$ cat src/rtl/uart_rx.sv
// uart_rx: 8N1 serial receiver with mid-bit sampling.
//
// Parameters
//   CLK_FREQ_HZ : clk frequency in Hz
//   BAUD_RATE   : serial bit rate in bit/s (CLK_FREQ_HZ/BAUD_RATE must be >= 4)
// Ports
//   clk         : rising-edge clock
//   reset       : synchronous reset, active low
//   i_rx        : asynchronous serial line, idle high
//   o_data      : last correctly received byte
//   o_valid     : one-cycle pulse, o_data newly updated
//   o_frame_err : one-cycle pulse, stop bit sampled low
//   o_busy      : high while a frame (or a break) is in progress
module uart_rx #(
  parameter int CLK_FREQ_HZ = 12000000,
  parameter int BAUD_RATE   = 9600
) (
  input  logic       clk,
  input  logic       reset,
  input  logic       i_rx,
  output logic [7:0] o_data,
  output logic       o_valid,
  output logic       o_frame_err,
  output logic       o_busy
);

  localparam int CLKS_PER_BIT = CLK_FREQ_HZ / BAUD_RATE;
  localparam int CW           = $clog2(CLKS_PER_BIT);
  localparam logic [CW-1:0] BIT_LAST  = CW'(CLKS_PER_BIT - 1);
  localparam logic [CW-1:0] HALF_LAST = CW'(CLKS_PER_BIT / 2 - 1);

  typedef enum logic [2:0] {IDLE, START, DATA, STOP, WAIT_IDLE} state_t;

  state_t          state, nxt;
  logic            rx_m, rx_s;
  logic [CW-1:0]   cnt;
  logic [2:0]      bit_idx;
  logic [7:0]      shreg;
  logic            bit_done, half_done;
  logic            valid_set, ferr_set, data_smp;

  assign bit_done  = (cnt == BIT_LAST);
  assign half_done = (cnt == HALF_LAST);

  // Two-flop synchronizer; resets to the idle (mark) level so reset
  // release never looks like a start bit.
  always_ff @(posedge clk) begin
    if (!reset) begin
      rx_m <= 1'b1;
      rx_s <= 1'b1;
    end else begin
      rx_m <= i_rx;
      rx_s <= rx_m;
    end
  end

  // State register
  always_ff @(posedge clk) begin
    if (!reset) state <= IDLE;
    else        state <= nxt;
  end

  // Next-state logic
  always_comb begin
    nxt = state;
    unique case (state)
      IDLE:      if (!rx_s) nxt = START;
      // Re-check at mid start bit: a line already back high was a glitch.
      START:     if (half_done) nxt = rx_s ? IDLE : DATA;
      DATA:      if (bit_done && bit_idx == 3'd7) nxt = STOP;
      STOP:      if (bit_done) nxt = rx_s ? IDLE : WAIT_IDLE;
      // Break / bad stop: wait for mark before hunting for a new start bit.
      WAIT_IDLE: if (rx_s) nxt = IDLE;
      default:   nxt = IDLE;
    endcase
  end

  // Output / strobe decode
  always_comb begin
    o_busy    = (state != IDLE);
    data_smp  = (state == DATA) && bit_done;
    valid_set = (state == STOP) && bit_done &&  rx_s;
    ferr_set  = (state == STOP) && bit_done && !rx_s;
  end

  // Datapath: bit-period counter, bit index, holding register, outputs
  always_ff @(posedge clk) begin
    if (!reset) begin
      cnt         <= '0;
      bit_idx     <= 3'd0;
      shreg       <= 8'h00;
      o_data      <= 8'h00;
      o_valid     <= 1'b0;
      o_frame_err <= 1'b0;
    end else begin
      o_valid     <= valid_set;
      o_frame_err <= ferr_set;
      if (valid_set) o_data <= shreg;
      if (data_smp) begin
        shreg[bit_idx] <= rx_s;
        bit_idx        <= bit_idx + 3'd1;  // wraps to 0 after bit 7
      end
      unique case (state)
        START:   cnt <= half_done ? '0 : cnt + 1'b1;
        DATA,
        STOP:    cnt <= bit_done  ? '0 : cnt + 1'b1;
        default: begin
          cnt     <= '0;
          bit_idx <= 3'd0;
        end
      endcase
    end
  end

endmodule

$ cat config.mk
export PLATFORM = sky130hd
export DESIGN_NAME = uart_rx
export DESIGN_NICKNAME = d
export VERILOG_FILES = /design/src/rtl/uart_rx.sv
export SDC_FILE = /design/constraint.sdc
export NUM_CORES = 1
export LEC_CHECK = 0
export CAP_MARGIN = 20
export CORE_ASPECT_RATIO = 2
export CORE_MARGIN = 2
export CORE_UTILIZATION = 45
export CTS_CLUSTER_SIZE = 40
export DETAILED_ROUTE_END_ITERATION = 7
export GPL_TIMING_DRIVEN = 0
export HOLD_SLACK_MARGIN = 0.05
export PLACE_DENSITY = 0.63
export SLEW_MARGIN = 20
export SYNTH_ARGS = -nofsm -noshare
export SYNTH_HDL_FRONTEND = slang
export SYNTH_SLANG_ARGS = --single-unit
$ cat constraint.sdc
create_clock -name clk -period 3.01 [get_ports clk]
set_clock_uncertainty 0.05 [all_clocks]
set_input_delay 0.4515 -clock clk [delete_from_list [all_inputs] [get_ports clk]]
set_output_delay 0.4515 -clock clk [all_outputs]
set_load 0.01 [all_outputs]
# [After elaboration in Yosys (flattened, before gate mapping)]
# Index checks and enable logic that the tools add are counted.
[word_totals] ff_bits=37 in_bits=3 out_inout_bits=11
[classes] addsub=2 order_cmp=2 eq_ne=12 mux=14 n_reduce_logical=13
[op_table] op="$mux 11" n=2
[op_table] op="$pmux 11 s2" n=1
[op_table] op="$mux 3" n=6
[op_table] op="$pmux 3 s5" n=1
[op_table] op="$add 11x1->11 const B" n=1
[op_table] op="$eq 11x10->1 const B" n=1
[op_table] op="$eq 11x11->1 const B" n=1
[op_table] op="$ne 2x2->1 const B" n=5
[op_table] op="$bwmux 8" n=1
[op_table] op="$eq 3x2->1 const B" n=2
[op_table] op="$eq 3x3->1 const B" n=2
[op_table] op="$logic_and 1x1->1" n=6
[op_table] op="$reduce_and 5->1" n=1
[op_table] op="$lt 3x4->1 const B" n=1
[op_table] op="$add 3x1->3 const B" n=1
[op_table] op="$demux 1 s3" n=1
[op_table] op="$eq 3x1->1 const B" n=1
[op_table] op="$ge 3x1->1 const B" n=1
[op_table] op="$logic_not 3->1" n=1
[op_table] op="$reduce_bool 3->1" n=1
[op_table] op="$reduce_or 3->1" n=1
[op_table] op="$mux 2" n=1
[op_table] op="$reduce_and 2->1" n=1
[op_table] op="$reduce_or 2->1" n=1
[op_table] op="2 further kinds" n=2

# [Logic depth before layout (Yosys ltp)]
[depth] ltp_word=5 mapped_depth=7 mapped_depth_nobuf=6

# [Worst setup path after synthesis]
# Ideal clock, no wire load.
[synth_path] path_kind="flip-flop to flip-flop" start="register cnt[0]" end="register shreg[7]" t_arrival_ns=1.517 setup_slack_ns=1.318 stages_incl_launch_ff=6 path_buffers=0 period_less_slack_ns=1.692 cell_sequence="dfxtp_1 ha_1 nand4b_2 nor4_4 nand4_1 mux2i_1"
[synth_between] elab_chain_cells=2
[synth_rtl] element="start: declaration" line="36" text="logic [CW-1:0] cnt;"
[synth_rtl] element="start signal: assignment" line="104" text="START: cnt <= half_done ? '0 : cnt + 1'b1;"
[synth_rtl] element="start signal: assignment" line="106" text="STOP: cnt <= bit_done ? '0 : cnt + 1'b1;"
[synth_rtl] element="$eq 11x11->1" line="42" text="assign bit_done = (cnt == BIT_LAST);"
[synth_rtl] element="$logic_and 1x1->1" line="81" text="data_smp = (state == DATA) && bit_done;"
[synth_rtl] element="end signal: indexed assignment" line="100" text="shreg[bit_idx] <= rx_s;"
[synth_rtl] element="end: declaration" line="38" text="logic [7:0] shreg;"
# Every way passes these cells.
# A chain may end at the register's enable or synchronous reset.

# [Worst setup path after layout]
[layout_path] start="register state[0]" end="output o_busy"
[layout_between] elab_chain_cells=1
[layout_rtl] element="start: declaration" line="34" text="state_t state, nxt;"
[layout_rtl] element="start signal: assignment" line="60" text="else state <= nxt;"
[layout_rtl] element="$reduce_bool 3->1" line="80" text="o_busy = (state != IDLE);"
[layout_rtl] element="end: declaration" line="24" text="output logic o_busy"
# Every way passes these cells.

==> metrics.log <==
[metrics] status: finished, final reports clean
[metrics] die width: approximately 47 um
[metrics] setup tns final: 0 ns
[metrics] worst setup path class: reg2out
[metrics] Slew Viols, Final: 0
[metrics] global-route wire length before repair: slightly above 5000 um
[metrics] Routed Wire Length: 2930 um
[metrics] slowest stage cell, crit path: sky130_fd_sc_hd__clkdlybuf4s50_1
[metrics] Clock Pin Slew Worst Setup and Hold Paths: approximately 0.070 ns
[metrics] required arrival time at the worst endpoint: 2.51 ns
[metrics] die extent in y: around 90 um
[metrics] area added between synthesis and finish: 16.0%
[metrics] kind of capture point of the worst setup path: primary output
[metrics] Synth top area share: 44.3%
[metrics] number of top-level pins: 14
[metrics] predominant post-synthesis flop cell: sky130_fd_sc_hd__dfxtp_1
[metrics] class of the most critical hold timing path: reg2reg
[metrics] post-layout net count: between 150 and 200
[metrics] Top Family by Delay on Critical Path: buffers and inverters
[metrics] latest clock arrival within the worst-skew pair: roughly 0.28 ns
[metrics] CTS Hold Bufs: 0
[metrics] crit-path cells: buf_2 > or3_1 > clkdlybuf4s50_1
[metrics] Slew HR: around two thirds
[metrics] final worst path period share: approximately two thirds
[metrics] area enclosed by the die boundary: between 0.004 and 0.005 sq mm
[metrics] switching pwr: between 150 and 200 uW
[metrics] Final HPWL DP: 2340 um
[metrics] Netlist Area Pre-Place: 0.00167 sq mm
[metrics] vias in the first global route: around 1200
[metrics] leakage power figure: 0.749 nW
[metrics] final weighted congestion of routability-driven global placement: ~0.76
[metrics] Clock Tree Root: sky130_fd_sc_hd__clkbuf_8
[metrics] smallest setup slack after layout: about 0.96 ns
[metrics] total overflow reported by the global router: 0
[metrics] unrepaired setup endpoints after global routing: no
[metrics] Worst-Margin Slew: ~0.47 ns
[metrics] Post-Syn Area per Cell: 9.78 sq um
[metrics] maximum number of pins on one net before global-route repair: 11
[metrics] vias per std cell: between 5 and 6
[metrics] maximum vdd ir drop: roughly 0.36 mV
[metrics] postcts setup bufs: 0
[metrics] fill cell total of the finished layout: approximately 340
[metrics] Buffers on Ports: 12
[metrics] number of optimization iterations in the first detailed-route pass: 2
[metrics] instance area after placement: 0.00185 sq mm
[metrics] setup violation total in the final timing report: 0
[metrics] Internal Power: 683 uW
[metrics] endpoint arrival time on the critical path: about 1.6 ns
[metrics] post-route standard cell area excluding fillers: a little under 0.002 sq mm
[metrics] Mapped Nets: roughly 180
[metrics] maximum buffer depth of the clock tree: 2
[metrics] antenna violations before repair: 0
[metrics] # DRC: 0
[metrics] gate count after technology mapping: 171
[metrics] post-place setup slack: 1.06 ns
[metrics] GRT Util Overall: about 16%
[metrics] upper clock frequency limit: between 400 and 500 MHz
[metrics] initial core utilization: about 46%
[metrics] FFs w/ async S/R, synth: 0%
[metrics] PostCTS Resize Cnt: 0
[metrics] final period demand of the worst path: between 2 and 2.5 ns
[metrics] Critical Path Max Stage Delay: ~0.48 ns
[metrics] Diodes inserted: 0
[metrics] combined buffer and inverter count along the critical path: 2
[metrics] Unique masters post-synth: 38
[metrics] part of the power in registers: approximately 58%
[metrics] Final Hold Fails: 0
[metrics] proportion of synthesized chip area in sequential cells: approximately 44%
[metrics] EDFF count, synth: 0
[metrics] largest fanout on the critical path: 10
[metrics] most area-consuming cells after synthesis: sky130_fd_sc_hd__dfxtp_1, sky130_fd_sc_hd__mux2i_1, sky130_fd_sc_hd__nand2_1
[metrics] part of the power in combinational logic: under 10%
[metrics] remaining antenna violation count after routing: 0
[metrics] largest area contributor in the synthesized netlist: sky130_fd_sc_hd__dfxtp_1
[metrics] total CTS buffers: 5
[metrics] count of H-tree levels built during CTS: 2
[metrics] Max-cap violations: 0
[metrics] Syn. warnings: 0
[metrics] average wire per cell in the routed design: roughly 12 um
[metrics] kind of launch point of the worst setup path: register
[metrics] fraction of final layout cells with drive strength greater than 1: roughly a tenth
[metrics] post-synthesis register bit count: 37
[metrics] core region area: ~0.0036 sq mm
[metrics] TritonCTS clock tree: done
[metrics] switching power share of the total: between 20% and 30%
[metrics] pwr dens: about 440 mW/mm^2
[metrics] CTS sink cnt: 37
[metrics] cell row count: 31
[metrics] proportion of power drawn by the clock network: between 30% and 40%
[metrics] Via Count: 1204
[metrics] iteration-0 DRC count of the detailed router: 7
==> Yosys cell counts, drive strengths merged (2+ instances only) <==
master	count
ha	5
nor3	5
clkbuf	3
nor2	18
nor4	3
or3	3
nor2b	5
dfxtp	37
nand3	9
mux2i	18
xnor2	8
nand4	3
or3b	2
inv	4
buf	2
nand2b	4
nand2	27
==> cell type report <==
class                           instances  area (sq um)  share of cell area [%]
Clock buffer                            7          86.3                    4.45
Buffer                                  5          27.5                    1.42
Sequential cell                        37           741                    38.2
Inverter                                4          15.0                   0.774
Multi-Input combinational cell        125           888                    45.8
Timing Repair Buffer                   12           120                    6.19
Tap cell                               49          61.3                    3.16
==> stage by stage <==
step | power [mW] | std cells | utilization, % | hold slack, ns
global route | 0.889 | 239 | 53.8 | 0.387
CTS | 0.872 | 239 | 53.8 | 0.368
detailed placement | 0.531 | 232 | 51.4 | 0.346
floorplan | 0.522 | 171 | - | 0.336
finish | 0.857 | 239 | 53.8 | 0.363
global placement | 0.530 | 232 | 51.4 | 0.347
==> logic make-up after synthesis <==
group	after synthesis	synth area share (%)
compound gates	7	3.89
xor+xnor	9	4.72
fa+ha+maj	5	3.74
buf+inv	9	2.54
flops	37	44.3
mux	18	10.8
simple gates	86	30.0
==> metal layers <==
layer / wire length [um] / share of wire, % / vias up / track usage, %
met4: 60 / 2.0 / 0 / 6.25
met1: 1100 / 37 / 566 / 16.1
met5: 0 / 0 / - / 0
li1: - / - / 622 / -
met2: 1720 / 59 / 11 / 29.1
met3: 56 / 1.9 / 5 / 4.22
==> final timing paths <==
kind | startpoint | endpoint | slack [ns] | cells past startpoint
max | state[0]$_SDFFE_PN0P_ | o_busy | 0.96 | 3
min | rx_m$_SDFF_PN1_ | rx_s$_SDFF_PN1_ | 0.36 | 1
max reg2reg | cnt[0]$_SDFF_PN0_ | shreg[5]$_SDFFE_PN0P_ | 1.10 | 5
min reg2reg | rx_m$_SDFF_PN1_ | rx_s$_SDFF_PN1_ | 0.36 | 1
==> state kept, by name, indices dropped and copies added (netlist names) <==
signal,flops
o_frame_err,1
rx_s,1
bit_idx,3
state,3
shreg,8
rx_m,1
cnt,11
o_data,8
o_valid,1
==> power groups by stage <==
stage	logic [mW]	registers (mW)	clock network (mW)
global placement	0.0251	0.505	0
CTS	0.0258	0.494	0.352
detailed placement	0.0258	0.505	0
global route	0.0284	0.494	0.366
finish	0.0250	0.494	0.338
floorplan	0.0176	0.505	0
==> placed cells by master (no fill, tap or decap), types with 4 or more instances in the layout <==
cell type                         synthesis  final
sky130_fd_sc_hd__nand2b_1                 4      4
sky130_fd_sc_hd__nor3_1                   4      4
sky130_fd_sc_hd__clkbuf_8                 0      6
sky130_fd_sc_hd__nor2b_1                  5      5
sky130_fd_sc_hd__dfxtp_1                 37     37
sky130_fd_sc_hd__clkdlybuf4s50_1          0     12
sky130_fd_sc_hd__inv_1                    4      4
sky130_fd_sc_hd__nand3_1                  9      9
sky130_fd_sc_hd__nand2_1                 27     27
sky130_fd_sc_hd__xnor2_1                  8      8
sky130_fd_sc_hd__mux2i_1                 18     18
sky130_fd_sc_hd__ha_1                     5      5
sky130_fd_sc_hd__clkbuf_1                 3      4
sky130_fd_sc_hd__nor2_1                  18     18
Note: power is estimated with default switching activity, not from simulation.
